[src/rtl/uart_pkg.sv]
// Shared types and constants for the UART receive controller: FSM state,
// divider calculation and default clocking constants.
package uart_pkg;

    localparam int CLK_HZ_DEF = 50_000_000;
    localparam int BAUD_DEF   = 115_200;
    localparam int OVS_DEF    = 16;

    typedef enum logic [1:0] {
        OFF   = 2'd0,
        RUN   = 2'd1,
        DRAIN = 2'd2
    } state_e;

    // Oversample divider, truncated, never below 1.
    function automatic int calc_div(input int clk_hz, input int baud, input int ovs);
        int d;
        d = clk_hz / (baud * ovs);
        return (d < 1) ? 1 : d;
    endfunction

endpackage

[src/rtl/uart_baud_gen.sv]
// Oversample strobe generator: counts 0..DIV-1 while run is high and holds
// zero otherwise, so each run period starts with a full DIV-cycle interval.
module uart_baud_gen #(
    parameter int DIV = 27
) (
    input  logic clk,
    input  logic reset,
    input  logic run,
    output logic tick
);

    localparam int CW = (DIV > 1) ? $clog2(DIV) : 1;
    localparam logic [CW-1:0] LAST = CW'(DIV - 1);

    logic [CW-1:0] cnt_q, cnt_d;

    always_comb begin
        cnt_d = '0;
        if (run && cnt_q != LAST) cnt_d = cnt_q + 1'b1;
    end

    always_ff @(posedge clk) begin
        if (!reset) cnt_q <= '0;
        else        cnt_q <= cnt_d;
    end

    assign tick = run && (cnt_q == LAST);

endmodule

[src/rtl/uart_rx_ctrl.sv]
// UART receive controller: baud strobe, rx_done edge capture into a small
// FIFO, overrun flag. UART_RX_CTRL_OVR_CNT_EN adds a saturating drop counter.
module uart_rx_ctrl
    import uart_pkg::*;
#(
    parameter int CLK_HZ = CLK_HZ_DEF,
    parameter int BAUD   = BAUD_DEF,
    parameter int OVS    = OVS_DEF,
    parameter int DEPTH  = 4
) (
    input  logic                     clk,
    input  logic                     reset,
    input  logic                     en,
    output logic                     tick,
    input  logic                     rx_done,
    input  logic [7:0]               rx_data,
    output logic                     m_valid,
    output logic [7:0]               m_data,
    input  logic                     m_ready,
    output logic                     overrun,
    input  logic                     clr_ovr,
    output logic [$clog2(DEPTH):0]   level
`ifdef UART_RX_CTRL_OVR_CNT_EN
    ,
    output logic [7:0]               ovr_cnt
`endif
);

    localparam int DIV = calc_div(CLK_HZ, BAUD, OVS);
    localparam int AW  = $clog2(DEPTH);
    localparam int PW  = AW + 1;

    state_e        state_q, state_d;
    logic [PW-1:0] wr_q, wr_d, rd_q, rd_d;
    logic          rx_prev_q;
    logic          ovr_q, ovr_d;
    logic [7:0]    mem_q [DEPTH];

    logic          empty, full, push_ev, pop, wr_en, drop;
    logic [PW-1:0] lvl;

    uart_baud_gen #(.DIV(DIV)) u_baud (
        .clk   (clk),
        .reset (reset),
        .run   (state_q == RUN),
        .tick  (tick)
    );

    // Pointers carry one extra wrap bit so full and empty are distinguishable.
    assign empty   = (wr_q == rd_q);
    assign full    = (wr_q[AW] != rd_q[AW]) && (wr_q[AW-1:0] == rd_q[AW-1:0]);
    assign lvl     = wr_q - rd_q;
    assign push_ev = rx_done && !rx_prev_q && (state_q == RUN);
    assign pop     = !empty && m_ready;
    assign wr_en   = push_ev && (!full || pop);
    assign drop    = push_ev && full && !pop;

    always_comb begin
        state_d = state_q;
        unique case (state_q)
            OFF:     if (en) state_d = RUN;
            RUN:     if (!en) state_d = (lvl != '0) ? DRAIN : OFF;
            DRAIN:   if (en) state_d = RUN;
                     else if (lvl == '0) state_d = OFF;
            default: state_d = OFF;
        endcase
    end

    always_comb begin
        wr_d  = wr_en ? wr_q + 1'b1 : wr_q;
        rd_d  = pop   ? rd_q + 1'b1 : rd_q;
        ovr_d = ovr_q;
        if (drop)         ovr_d = 1'b1;
        else if (clr_ovr) ovr_d = 1'b0;
    end

    always_ff @(posedge clk) begin
        if (!reset) begin
            state_q   <= OFF;
            wr_q      <= '0;
            rd_q      <= '0;
            rx_prev_q <= 1'b0;
            ovr_q     <= 1'b0;
        end else begin
            state_q   <= state_d;
            wr_q      <= wr_d;
            rd_q      <= rd_d;
            rx_prev_q <= rx_done;
            ovr_q     <= ovr_d;
        end
    end

    always_ff @(posedge clk) begin
        if (reset && wr_en) mem_q[wr_q[AW-1:0]] <= rx_data;
    end

`ifdef UART_RX_CTRL_OVR_CNT_EN
    logic [7:0] ovr_cnt_q, ovr_cnt_d;

    always_comb begin
        ovr_cnt_d = ovr_cnt_q;
        if (drop)         ovr_cnt_d = (ovr_cnt_q == 8'hFF) ? ovr_cnt_q : ovr_cnt_q + 8'd1;
        else if (clr_ovr) ovr_cnt_d = 8'h00;
    end

    always_ff @(posedge clk) begin
        if (!reset) ovr_cnt_q <= 8'h00;
        else        ovr_cnt_q <= ovr_cnt_d;
    end

    assign ovr_cnt = ovr_cnt_q;
`endif

    // Storage is not reset; the head is masked while empty.
    assign m_valid = !empty;
    assign m_data  = empty ? 8'h00 : mem_q[rd_q[AW-1:0]];
    assign overrun = ovr_q;
    assign level   = lvl;

endmodule

[config.mk]
export PLATFORM = sky130hd
export DESIGN_NAME = uart_rx_ctrl
export DESIGN_NICKNAME = d
export VERILOG_FILES = /design/src/rtl/uart_pkg.sv /design/src/rtl/uart_baud_gen.sv /design/src/rtl/uart_rx_ctrl.sv
export SDC_FILE = /design/constraint.sdc
export NUM_CORES = 1
export LEC_CHECK = 0
export CORE_UTILIZATION = 58
export DETAILED_ROUTE_END_ITERATION = 10
export PLACE_DENSITY_LB_ADDON = 0.25
export SLEW_MARGIN = 5
export SYNTH_ARGS = -nofsm -noshare
export SYNTH_HDL_FRONTEND = slang
export SYNTH_SLANG_ARGS = --single-unit
[constraint.sdc]
create_clock -name clk -period 3.1 [get_ports clk]
set_clock_uncertainty 0.2 [all_clocks]
set_input_delay 0.62 -clock clk [delete_from_list [all_inputs] [get_ports clk]]
set_output_delay 0.62 -clock clk [all_outputs]
set_load 0.05 [all_outputs]
==> out/qor.yml, run 1 <==
status:
  status: "completed"
sta:
  grt_setup_unrepaired: "no"
  worst_slew_pin_slew_ns: 0.5394
  setup_tns_ns: 0
  slew_headroom_pct: 63.99
  fin_crit_ns: 2.900
  finalCritPeriodShare_pct: 93.56
  slew_viol_final: 0
  fmax_mhz: 344.8
  fin_ws_ns: 0.1995
  finalHoldViolations: 0
  finalSetupViolCount: 0
placed_design:
  dp_slack_ns: 0.2650
  gp_congestion: 0.7843
  port_buffers: 27
  placed_area_um2: 2395
  dp_hpwl_um: 2556
cts:
  cts.path.max_buffers: 2
  cts_hold_buf: 0
  htree_levels: 2
  ctsResizeCount: 0
  clk_pin_slew_ns: 0.11
  cts_tree: "done"
  root_buffer: "clkbuf_4"
  cts_setup_buffers: 0
  clock_sinks: 49
  cts_buffers: 5
  clk_latency_ns: 0.34
logic_synthesis:
  synth-seq-cells: 49
  post-synth-top-count-cell: "edfxtp_1"
  ys_types: 30
  synth_edf_count: 32
  synth_top_cell_by_area: "edfxtp_1"
  synth_area_um2: 2096
  ys_seq_area_share_pct: 62.09
  ys_warn_count: 0
  yosys-top-cells-area: "edfxtp_1 (46%), dfxtp_1 (16%), mux4_2 (8.6%)"
  synth_commonest_cells: "edfxtp_1 (32), dfxtp_1 (17), inv_1 (10), nand2_1 (10), ha_1 (9)"
  yosys.area.top_type_share_pct: 45.85
  synth_flop_cell: "edfxtp_1"
  synth_nets: 170
  synth_area_per_cell_um2: 14.35
  synthArstFlopShare_pct: 0
  synth_cells: 146
layout:
  fin_nets: 202
  layout-drive-gt1-share_pct: 15.73
  fillers: 222
  design_area_um2: 2467
  diodes: 0
  syn_to_final_growth_pct: 17.73
power_and_ir_drop:
  vdd_drop_max_v: 0.0003245
  power.density_nw_per_um2: 500.1
  power.leakage_nw: 0.9017
routing:
  drc: 0
  drtAntennaViolNets: 0
  drt-initial-drc-count: 38
  vias: 1215
  wl_per_cell_um: 15.02
  drtPass1Iterations: 4
  viasPerCell: 5.424
  wirelength_um: 3364
worst_setup_path:
  crit_path_end_kind: "output pin"
  path_max_fanout: 4
  start_kind: "flip-flop"
  critPathKind: "flip-flop to output pin"
  reg2reg_depth: 5
  crit_required_ns: 2.28
  arrival_ns: 2.08
global_route:
  grt_use_total_pct: 19.44
  top_usage_layer: "met2"
  grtUsageMet1_pct: 20.49
  grt_util_met2_pct: 35.58
  grt_start_max_net_pins: 19
  grt_pass1_wl_um: 5582
  grt-ovfl-total: 0
  antenna_found_initial: 0
  grt_pass1_vias: 1275
  met3_usage_pct: 4.779
run:
  cap_viol_max_count: 0
min_path:
  hp-class: "flip-flop to flip-flop"
  hold_depth: 1
die:
  fp.coreArea_um2: 3390
  start_util_pct: 61.83
  die_w_um: 62.11
  io_pins: 28
  fp.dieH_um: 62.11
  placement_rows: 21
  die-area_um2: 3858
-- layout make-up --
type | instances | area (µm²) | area share, %
Clock inverter | 2 | 35.03 | 1.420
Tap cell | 46 | 57.56 | 2.333
Multi-Input combinational cell | 83 | 740.7 | 30.02
Timing Repair Buffer | 29 | 257.7 | 10.45
Sequential cell | 49 | 1301 | 52.74
Inverter | 10 | 37.54 | 1.521
Clock buffer | 5 | 37.54 | 1.521
-- report_power, final --
group | switching [mW] | internal, mW
registers | 0.0112 | 0.702
logic | 0.106 | 0.0723
clock network | 0.178 | 0.164
total | 0.295 | 0.939
-- routing by layer --
metal | routed length, µm | up-vias
met4 | 44 | 0
met3 | 128 | 4
met5 | 0 | -
li1 | - | 588
met2 | 1859 | 41
met1 | 1332 | 582
-- state kept, by name, indices dropped and copies added, names as in the netlist, named ones only --
name	cells
mem_q	32
u_baud.cnt_q	5
rd_q	3
wr_q	3
state_q	2
overrun	1
rx_prev_q	1
-- stage by stage --
stage                     total power, mW  util (%)  hold WS, ns  std cells
after floorplan                    0.8425         -       0.2297        146
after global routing                1.275     72.79       0.3024        224
after global placement             0.9030     70.65       0.2425        217
final                               1.234     72.79       0.2725        224
after CTS                           1.246     72.79       0.2807        224
after detailed placement           0.9071     70.65       0.2538        217
-- cell usage in the layout (no fill, tap or decap) --
| cell type | count |
|---|---|
| and3b_1 | 1 |
| dfxtp_1 | 17 |
| buf_4 | 13 |
| nor4_1 | 1 |
| o211ai_1 | 2 |
| mux4_2 | 8 |
| nand4b_1 | 3 |
| nand2b_1 | 2 |
| nor2_1 | 6 |
| and3_1 | 4 |
| mux2i_1 | 6 |
| fa_1 | 1 |
| nand4_1 | 1 |
| nand3_1 | 2 |
| ha_1 | 9 |
| o21a_1 | 1 |
| nor2b_1 | 7 |
| and2b_1 | 2 |
| a21oi_1 | 3 |
| edfxtp_1 | 32 |
| nand2_1 | 10 |
| nor3b_1 | 2 |
| a211oi_1 | 1 |
| inv_1 | 10 |
| xnor2_1 | 4 |
| and2_1 | 2 |
| clkinv_2 | 1 |
| o31a_1 | 1 |
| nand4bb_1 | 1 |
| clkdlybuf4s50_1 | 16 |
| clkbuf_4 | 5 |
| bufinv_16 | 1 |
| xor2_1 | 3 |
-- worst paths after layout --
check	start	endpoint	slack, ns
setup / recovery	wr_q[0]$_SDFFE_PN0P_	level[0]	0.20
hold / removal	u_baud.cnt_q[0]$_SDFF_PN0_	u_baud.cnt_q[0]$_SDFF_PN0_	0.27
setup reg to reg	wr_q[0]$_SDFFE_PN0P_	mem_q[1][7]$_DFFE_PP_	0.61
hold reg to reg	u_baud.cnt_q[0]$_SDFF_PN0_	u_baud.cnt_q[0]$_SDFF_PN0_	0.27
-- logic make-up after synthesis --
kind of cell | after synthesis | synth area share [%]
compound gates | 8 | 2.567
xor+xnor | 7 | 2.925
fa+ha+maj | 10 | 6.328
buf+inv | 14 | 2.567
flops | 49 | 62.09
mux | 14 | 11.46
simple gates | 44 | 12.06
-- critical path, stage by stage (launching register included) --
cell and delay (ns):
dfxtp_1 0.40, inv_1 0.11, ha_1 0.34, inv_1 0.09
clkdlybuf4s50_1 0.80
(Power assumes the default switching activity.)
==> inputs of run 2 (changes only) <==
==> constraint.sdc (replaced) <==
create_clock -name clk -period 3.1 [get_ports clk]
set_clock_uncertainty 0.2 [all_clocks]
set_input_delay 0.62 -clock clk [delete_from_list [all_inputs] [get_ports clk]]
set_output_delay 0.62 -clock clk [all_outputs]
set_load 0.01 [all_outputs]
==> run 2 against run 1 <==
Worst hold slack improved by 0.0061 ns. Non-clock buffer count increased by 1. Utilization is 1.6 points higher. Via count is 2.5% higher. Total power down 3.2%. Sequential share of layout area fell by 1.0 points. Global-route usage up 0.073 points. Clock power is essentially flat. Count of clock-buffer cells in the layout unchanged. Design area rose by 2.1%. Critical path type unchanged.
==> out/qor.yml, run 2 (synthesized netlist as in run 1, its figures left out) <==
global_route:
  grt_start_max_net_pins: 19  # unchanged
  grt-ovfl-total: 0  # unchanged
  grt_pass1_vias: 1271  # -0.31%
  grt_pass1_wl_um: 5609  # +0.48%
  grt_use_total_pct: 19.51  # +0.073 points
  antenna_found_initial: 0  # unchanged
die:
  start_util_pct: 61.83  # unchanged
  io_pins: 28  # unchanged
  placement_rows: 21  # unchanged
  fp.dieH_um: 62.11  # unchanged
  die_w_um: 62.11  # unchanged
  fp.coreArea_um2: 3390  # unchanged
  die-area_um2: 3858  # unchanged
worst_setup_path:
  worstSetupEndpoint: "m_data[1]"
  cpPeakStageDelay_ns: 0.52  # -0.28 ns
  crit_required_ns: 2.28  # about the same
  path_max_fanout: 10  # +6
  r2r_start: "rd_q[1]$_SDFFE_PN0N_"
  arrival_ns: 2.12  # +0.04 ns
  critical_path.startpoint: "wr_q[0]$_SDFFE_PN0P_"
  reg2reg_slack_ns: 0.72  # +0.11 ns
  crit_slowest_cell: "clkdlybuf4s50_1"
  reg2reg_to: "mem_q[0][0]$_DFFE_PP_"
  crit_path_end_kind: "output pin"
  critPathKind: "flip-flop to output pin"
  start_kind: "flip-flop"
  reg2reg_depth: 5  # unchanged
  crit_chain: "inv_1, ha_4, nand2_1, nor2_1, buf_4, and2b_1, clkdlybuf4s50_1"
routing:
  vias: 1245  # +2.5%
  drt-initial-drc-count: 69  # +82%
  drtAntennaViolNets: 0  # unchanged
  wl_per_cell_um: 14.64  # -2.5%
  drtPass1Iterations: 4  # unchanged
  drc: 0  # unchanged
  viasPerCell: 5.533  # +2.0%
  wirelength_um: 3293  # -2.1%
placed_design:
  dp_hpwl_um: 2461  # -3.7%
  gp_congestion: 0.7947  # +1.3%
  dp_cells: 218  # +0.46%
  port_buffers: 27  # unchanged
cts:
  clk_latency_ns: 0.34  # about the same
  root_buffer: "clkbuf_4"
  cts_buffers: 5  # unchanged
  clk_pin_slew_ns: 0.12  # about the same
  cts_setup_buffers: 0  # unchanged
  cts_tree: "done"
  htree_levels: 2  # unchanged
  cts.path.max_buffers: 2  # unchanged
  clock_sinks: 49  # unchanged
layout:
  final_cell_mix: "edfxtp_1 (32), clkdlybuf4s50_1 (26), dfxtp_1 (15)"
  largest_reg_flops: 32  # unchanged
  fin_nets: 203  # +0.50%
  layout_commonest_cell: "edfxtp_1"
  diodes: 0  # unchanged
  syn_to_final_growth_pct: 20.24
  fin_cells: 225  # +0.45%
  layout-drive-gt1-share_pct: 11.73  # -4.0 points
  fillers: 219  # -1.4%
sta:
  slew_headroom_pct: 69.07  # +5.1 points
  setup_tns_ns: 0  # unchanged
  grt_setup_unrepaired: "no"
  finalCritPeriodShare_pct: 94.74  # +1.2 points
  finalSetupViolCount: 0  # unchanged
  finalHoldViolations: 0  # unchanged
  slew_viol_final: 0  # unchanged
  fin_crit_ns: 2.937  # +0.03638 ns
  fmax_mhz: 340.5  # -1.2%
  worst_slew_pin_slew_ns: 0.4639  # -0.07547 ns
status:
  status: "completed"
min_path:
  hp-class: "flip-flop to flip-flop"
run:
  cap_viol_max_count: 0  # unchanged
power_and_ir_drop:
  power_frac_clock_pct: 28.7  # +1.0 points
  vdd_drop_max_v: 0.0002553  # -21%
  power.leakage_nw: 0.9055  # +0.42%
  power.switching_mw: 0.2468  # -16%
  power.density_nw_per_um2: 473.9  # -5.2%
  swShare_pct: 20.67  # -3.2 points
  seqPwrFrac_pct: 59.3  # +1.5 points
  pwr-share-comb_pct: 11.9  # -2.6 points
  power.internal_mw: 0.9475  # +0.92%
==> run 2: per-stage QoR <==
step	setup WS, ns	cell area (µm²)	hold WS, ns	utilization, %	total power [mW]
final	0.1631	2520	0.2787	74.34	1.194
after global routing	0.01605	2520	0.3168	74.34	1.240
after CTS	0.04488	2504	0.2839	73.86	1.205
after detailed placement	0.2661	2430	0.2554	71.69	0.8637
after global placement	0.3464	2430	0.2418	71.69	0.8608
after floorplan	0.8809	2096	0.2297	-	0.7928
==> run 2: cell type report <==
cell class                      count  area [µm²]  share of cell area (%)
Clock buffer                        5       37.54                   1.490
Clock inverter                      2       35.03                   1.390
Inverter                           10       37.54                   1.490
Multi-Input combinational cell     83       753.2                   29.89
Sequential cell                    49        1304                   51.74
Tap cell                           46       57.56                   2.284
Timing Repair Buffer               30       295.3                   11.72
==> run 2: timing repair <==
item,4_1_cts,5_1_grt
hold buffers,0,0
resized for setup,1,3
endpoints found under the setup margin,2,3
pin swaps,0,0
==> run 2: worst min path at each step <==
stage,end,slack (ns),cells after the start,startpoint
6_report,u_baud.cnt_q[0]$_SDFF_PN0_,0.28,1,u_baud.cnt_q[0]$_SDFF_PN0_
2_1_floorplan,u_baud.cnt_q[0]$_SDFF_PN0_,0.23,1,u_baud.cnt_q[0]$_SDFF_PN0_
3_3_place_gp,u_baud.cnt_q[0]$_SDFF_PN0_,0.24,1,u_baud.cnt_q[0]$_SDFF_PN0_
5_1_grt,u_baud.cnt_q[0]$_SDFF_PN0_,0.32,1,u_baud.cnt_q[0]$_SDFF_PN0_
4_1_cts,u_baud.cnt_q[0]$_SDFF_PN0_,0.28,1,u_baud.cnt_q[0]$_SDFF_PN0_
3_5_place_dp,u_baud.cnt_q[0]$_SDFF_PN0_,0.26,1,u_baud.cnt_q[0]$_SDFF_PN0_
==> run 2: critical path, delay by kind of cell, from the launching register on <==
kind	cells	cell delay, ns
buf+inv	3	0.86
fa+ha+maj	1	0.24
simple gates	3	0.31
flops	1	0.36
==> run 2: power groups by stage <==
stage / clock [mW] / combinational, mW / sequential (mW)
after floorplan: 0 / 0.0717 / 0.721
after detailed placement: 0 / 0.141 / 0.723
after global placement: 0 / 0.138 / 0.722
after CTS: 0.355 / 0.142 / 0.708
after global routing: 0.374 / 0.157 / 0.710
final: 0.343 / 0.143 / 0.709
==> run 2: metal layers <==
| metal | track usage (%) | routed length [µm] |
|---|---|---|
| met1 | 20.46 | 1369 |
| met4 | 10.47 | 93 |
| met5 | 0 | 0 |
| met2 | 35.44 | 1702 |
| met3 | 5.147 | 128 |
